`config.mk`:
```
export PLATFORM = sky130hd
export DESIGN_NAME = tblink_rpc_rvmux
export DESIGN_NICKNAME = d
export VERILOG_FILES = /design/src/rtl/tblink_rpc_rvmux.sv
export SDC_FILE = /design/constraint.sdc
export NUM_CORES = 1
export LEC_CHECK = 0
export CELL_PAD_IN_SITES_DETAIL_PLACEMENT = 1
export CELL_PAD_IN_SITES_GLOBAL_PLACEMENT = 2
export CORE_UTILIZATION = 24
export CTS_BUF_LIST = sky130_fd_sc_hd__clkbuf_4
export DETAILED_ROUTE_END_ITERATION = 10
export PLACE_DENSITY = 0.87
export SYNTH_ARGS = -nofsm -noshare
export SYNTH_HDL_FRONTEND = slang
export SYNTH_SLANG_ARGS = --single-unit
```
`constraint.sdc`:
```
create_clock -name clock -period 2.1 [get_ports clock]
set_input_delay 0.42 -clock clock [delete_from_list [all_inputs] [get_ports clock]]
set_output_delay 0.42 -clock clock [all_outputs]
set_load 0.1 [all_outputs]
```
`src/rtl/tblink_rpc_rvmux.sv`:
```
// tblink_rpc_rvmux: merges a local packet stream (port A, header-less) and a
// pass-through packet stream (port P, header included) onto one 8-bit network
// output. Packets are never interleaved; the grant alternates between the two
// ports whenever both have a packet waiting at a packet boundary.
//
// Handshake: a byte moves on any cycle where valid && ready are both high.
// Sources hold valid and data stable until that cycle. The mux holds no data;
// outputs are a combinational function of state/sel_a and the inputs.
module tblink_rpc_rvmux #(
  parameter logic [7:0] HDR = 8'h00
) (
  input  logic       clock,
  input  logic       reset,
  input  logic [7:0] ia_dat,
  input  logic       ia_valid,
  output logic       ia_ready,
  input  logic [7:0] ip_dat,
  input  logic       ip_valid,
  output logic       ip_ready,
  output logic [7:0] o_dat,
  output logic       o_valid,
  input  logic       o_ready,
  output logic [1:0] state_dbg
);

  typedef enum logic [1:0] {
    ST_IDLE = 2'b00,
    ST_HDR  = 2'b01,
    ST_CNT  = 2'b10,
    ST_DATA = 2'b11
  } state_t;

  state_t     state;
  state_t     state_nxt;
  logic       sel_a;
  logic       sel_a_nxt;
  logic       last_a;
  logic       last_a_nxt;
  logic [7:0] count;
  logic [7:0] count_nxt;
  logic [7:0] sel_dat;
  logic       sel_valid;

  // Granted port's data/valid, used once the header has gone out.
  assign sel_dat   = sel_a ? ia_dat : ip_dat;
  assign sel_valid = sel_a ? ia_valid : ip_valid;
  assign state_dbg = state;

  // State, grant and payload counter registers; reset abandons any packet.
  always_ff @(posedge clock or posedge reset) begin
    if (reset) begin
      state  <= ST_IDLE;
      sel_a  <= 1'b0;
      last_a <= 1'b0;
      count  <= 8'h00;
    end else begin
      state  <= state_nxt;
      sel_a  <= sel_a_nxt;
      last_a <= last_a_nxt;
      count  <= count_nxt;
    end
  end

  // Arbitration, packet framing and the combinational pass-through.
  always_comb begin
    state_nxt  = state;
    sel_a_nxt  = sel_a;
    last_a_nxt = last_a;
    count_nxt  = count;
    o_dat      = 8'h00;
    o_valid    = 1'b0;
    ia_ready   = 1'b0;
    ip_ready   = 1'b0;
    case (state)
      ST_IDLE: begin
        // Nothing moves here; this is the bubble between packets.
        if (ia_valid && ip_valid) begin
          // Both waiting: the port that did not win last time goes next.
          sel_a_nxt  = !last_a;
          last_a_nxt = !last_a;
          state_nxt  = ST_HDR;
        end else if (ia_valid) begin
          sel_a_nxt  = 1'b1;
          last_a_nxt = 1'b1;
          state_nxt  = ST_HDR;
        end else if (ip_valid) begin
          sel_a_nxt  = 1'b0;
          last_a_nxt = 1'b0;
          state_nxt  = ST_HDR;
        end
      end
      ST_HDR: begin
        if (sel_a) begin
          // Port A has no header of its own: the mux sources it.
          o_dat   = HDR;
          o_valid = 1'b1;
          if (o_ready) state_nxt = ST_CNT;
        end else begin
          o_dat    = ip_dat;
          o_valid  = ip_valid;
          ip_ready = o_ready;
          if (ip_valid && o_ready) state_nxt = ST_CNT;
        end
      end
      ST_CNT, ST_DATA: begin
        o_dat    = sel_dat;
        o_valid  = sel_valid;
        ia_ready = sel_a && o_ready;
        ip_ready = !sel_a && o_ready;
        if (sel_valid && o_ready) begin
          if (state == ST_CNT) begin
            // Count byte N announces N+1 payload bytes.
            count_nxt = sel_dat;
            state_nxt = ST_DATA;
          end else if (count == 8'h00) begin
            state_nxt = ST_IDLE;
          end else begin
            count_nxt = count - 8'h01;
          end
        end
      end
      default: state_nxt = ST_IDLE;
    endcase
  end

endmodule

```
# After elaboration in Yosys (flattened, before gate mapping)
# Cells that the tools add are included.
# totals
regBits,11
in_bits,21
out_inout_bits,13
word_cells,50
# classes
add_sub_neg,1
n_eq_ne,9
muxes,24
reduce_logical,13
# ops
operator,n
2-to-1 mux 8 bit,4
2-to-1 mux 2 bit,9
case mux 8 bit (2 select lines),1
"!= test 3 bit, second input constant",3
logical NOT 8 bit,1
"subtractor 8 x 1 -> 8 bit, second input constant",1
2-to-1 mux 1 bit,7
case mux 2 bit (3 select lines),1
logical AND 1 bit,5
AND reduction 5 bit,1
"equality test 2 bit, second input constant",2
"!= test 2 bit, second input constant",2
"!= test 4 bit, second input constant",1
case mux 1 bit (2 select lines),2
AND reduction 3 bit,1
nonzero test 3 bit,1
"equality test 2 x 1 -> 1 bit, second input constant",1
logical NOT 2 bit,1
AND reduction 2 bit,1
OR reduction 2 bit,1
logical NOT 1 bit,1

# Longest topological paths before layout
# depth
ltp_word,5
ltp_mapped,8
mapped_depth_nobuf,6

# Worst setup path before layout
# Ideal clock, no wire load.
# synth_path
path_kind,flip-flop to output port
startpoint,register state[1] (netlist: state_dbg[1])
endpoint,output ip_ready
arrival_ns,4.034
required_time_ns,1.680
setup_slack_ns,-2.354
stages_incl_launch_ff,6
path_buffers,1
cell_sequence,dfrtp_1 -> ha_1 -> or2_2 -> buf_2 -> o21bai_2 -> nor3b_1
# synth_via
elab_chain_len,3
elab_cells_between_ends,5
cone_classes,3 x eq/ne; 1 x mux; 1 x reduce/logical
# synth_rtl
item,line,source
start: declaration,33,state_t state;
start signal: assignment,57,state <= state_nxt;
equality test 2 bit,74,case (state)
OR reduction 2 bit,74,
case mux 1 bit (2 select lines) (*),74,
end: declaration,19,"output logic ip_ready,"
# Every way passes the cells marked *; elsewhere a longest branch is shown, timed or not.

# Worst setup path after layout
# layout_path
startpoint,register state[1] (netlist: state_dbg[1])
endpoint,output o_dat[5]
# layout_via
elab_chain_len,3
elab_cells_between_ends,5
cone_classes,3 x eq/ne; 1 x mux; 1 x reduce/logical
# layout_rtl
item,line,source
equality test 2 bit,74,
OR reduction 2 bit,74,
case mux 8 bit (2 select lines) (*),74,
end: declaration,20,"output logic [7:0] o_dat,"
# Marks and branches as above.

==> impl_metrics.toml <==
[job]
max_cap_violations = 0

[grt]
grt_pass1_wl_um = 7060
grt_overflow = 0
track_usage_pct = 18.5
grt_max_degree = 21
grt_pass1_vias = 1443
antenna_found_initial = 0

[critical_path]
endpoint_kind = "primary output"
cp_num_buf_inv = 1
r2r_cells = 7
required_ps = 1680
slowest_delay_ps = 530
path_cells = "ha_4 > or2_4 > and2_4 > a21oi_4 > nor2_4 > buf_12"
worstReg2RegEnd = "count[1]"
startpoint_type = "flip-flop"
cp-startpoint = "state_dbg[1]"
crit_arrival_ps = 1870
cp_top_family = "simple AND/OR/NAND/NOR gates"
worstSetupPathType = "flip-flop to primary output"
crit_slowest_cell = "dfrtp_4"
worst-path-max-fanout = 6
r2r_start = "state_dbg[1]"
r2r_slack_ps = 110

[clock_tree]
root_buffer = "clkbuf_4"
clk_pin_slew_ps = 90
clock_path_buffers = 2
h-tree-depth = 1
clock_latency_ps = 290
cts_tree = "built"
clkSinkCount = 11
numCtsBuffers = 3

[floorplanning]
ios = 34
core_area_um2 = 4410
dieWidth_um = 70.3
initial_core_util_pct = 25.3
rows = 24
dieArea_um2 = 4940
chipHeight_um = 70.3

[place]
dp_hpwl_um = 3150
place.port_buffers = 33
gp_congestion = 0.832
dpl_cell_area_um2 = 1790

[synthesis]
synth.most_common_cell = "nand2_1"
netlist_area_um2 = 1120
netlist-cell-type-count = 44
synthCells = 141
synthArstFlopShare_pct = 100
synth_seq_area_share_pct = 24.6
synth_ff_type = "dfrtp_1"
ys_top_cells_by_count = "18 x nand2_1, 14 x a21oi_1, 11 x dfrtp_1, 11 x nor2_1, 7 x ha_1"
yosys_warnings = 0
syn_nets = 169
synth_edf_count = 0
ys_ff_latch = 11
yosys-top-cells-area = "dfrtp_1 25%, ha_1 7.8%, a21oi_1 6.3%"
post_synth.cell_area_avg_um2 = 7.93
synth.top_cell.area_share_pct = 24.6
synth_top_area_cell = "dfrtp_1"

[layout]
area.growth.synth_to_final_pct = 78.9
final_area_um2 = 2000
fill_cells = 483
diodes = 0
drive_gt1_share_pct = 41.5
layout.nets = 217

[sta]
hold_viol = 0
fmax_ghz = 0.437
min_period_ps = 2290
tightest_slew_ps = 478
rsz0062_at_grt = "yes"
slew_headroom_pct = 68.1
finalCritPeriodShare_pct = 109
maxSlewViolCount = 0
setup_violations = 11
fin_skew_ps = 8.70
layout_setup_ws_ps = -189

[drt]
via_per_inst = 5.40
ant_nets = 0
avgRoutedWirePerCell_um = 18.2
first_iter_violations = 45
drt_pass1_iterations = 4
num_vias = 1297
drcViolationCount = 0
wl_um = 4380

[outcome]
status = "finished, violations left"
violations = "negative setup slack"

[worst_hold_path]
hold_class = "input pin to async pin"
[worst max-delay path by stage]
| stage | to | slack, ps | cells after the start |
|---|---|---|---|
| after floorplan | ip_ready | -490 | 6 |
| after global placement | o_dat[3] | -40 | 5 |
| after global routing | o_dat[5] | -250 | 6 |
| after CTS | o_dat[1] | -190 | 7 |
| final | o_dat[5] | -190 | 6 |
| after detailed placement | o_dat[3] | -100 | 5 |
[sequential cells by signal, indices dropped and copies added, names as in the netlist]
signal and cells:
last_a 1, count 8, state_dbg 2
[layout make-up]
| type | instances | area [um^2] | share of cell area [%] |
|---|---|---|---|
| repair buffers | 52 | 594 | 29.7 |
| inverters | 6 | 25.0 | 1.25 |
| multi-input cells | 115 | 1000 | 50.1 |
| clock buffers | 4 | 30.0 | 1.50 |
| flip-flops and latches | 11 | 284 | 14.2 |
| well taps | 52 | 65.1 | 3.25 |
[metrics by stage]
step                hold WS (ps)  setup TNS (ps)  std cells  setup WS (ps)  util (%)
floorplan                    272           -3640        141           -489         -
global placement             555            -109        227          -36.3      40.6
detailed placement           567            -694        227          -95.4      40.6
CTS                          474           -1580        239           -186      44.9
global route                 502           -2450        240           -247      45.3
finish                       442           -1870        240           -189      45.3
[worst reg2reg max path, cell delays in order, from the launching register on]
cell	delay, ps
dfrtp_4	530
ha_4	180
buf_4	120
buf_4	190
nor4b_1	260
nand2_1	110
and3_1	230
mux2_2	280
[logic make-up (layout without fill, tap and decap cells)]
logic type	Yosys count	count (layout)	synth area share (%)
AOI/OAI and AO/OA	40	40	24.6
muxes	4	4	4.25
buffers and inverters	15	62	6.60
DFF	11	11	24.6
and+or+nand+nor	64	64	32.1
adders and majority gates	7	7	7.83
[placed cells by master, fill, tap and decap left out, types with 3 or more instances in the layout]
master	synthesis	final
dfrtp_1	11	8
nand2_1	18	14
a31oi_1	4	3
nor3_1	4	3
clkdlybuf4s50_1	0	20
nor2b_1	5	4
a21oi_1	14	7
a21oi_4	0	7
buf_12	0	12
nand2b_1	6	6
nand2_2	0	3
nor2_4	0	3
ha_1	7	3
inv_1	6	4
nor2_1	11	7
ha_4	0	3
buf_4	0	19
clkbuf_4	0	4
[repair_timing]
action | CTS | global route
gates resized for setup | 19 | 3
hold buffers | 0 | 0
buffers inserted | 8 | 1
pin swaps | 11 | 2
setup endpoints to repair | 12 | 11
gates cloned | 0 | 0
[routing by layer]
metal / global-route usage, % / routed length [um] / up-vias
li1: - / - / 611
met1: 20.9 / 1760 / 639
met2: 33.0 / 2310 / 31
met3: 4.33 / 127 / 16
met4: 8.00 / 180 / 0
met5: 0 / 0 / -
Power is not shown: default switching activity piles up to over one toggle a cycle in this logic, so the estimate is an artifact.
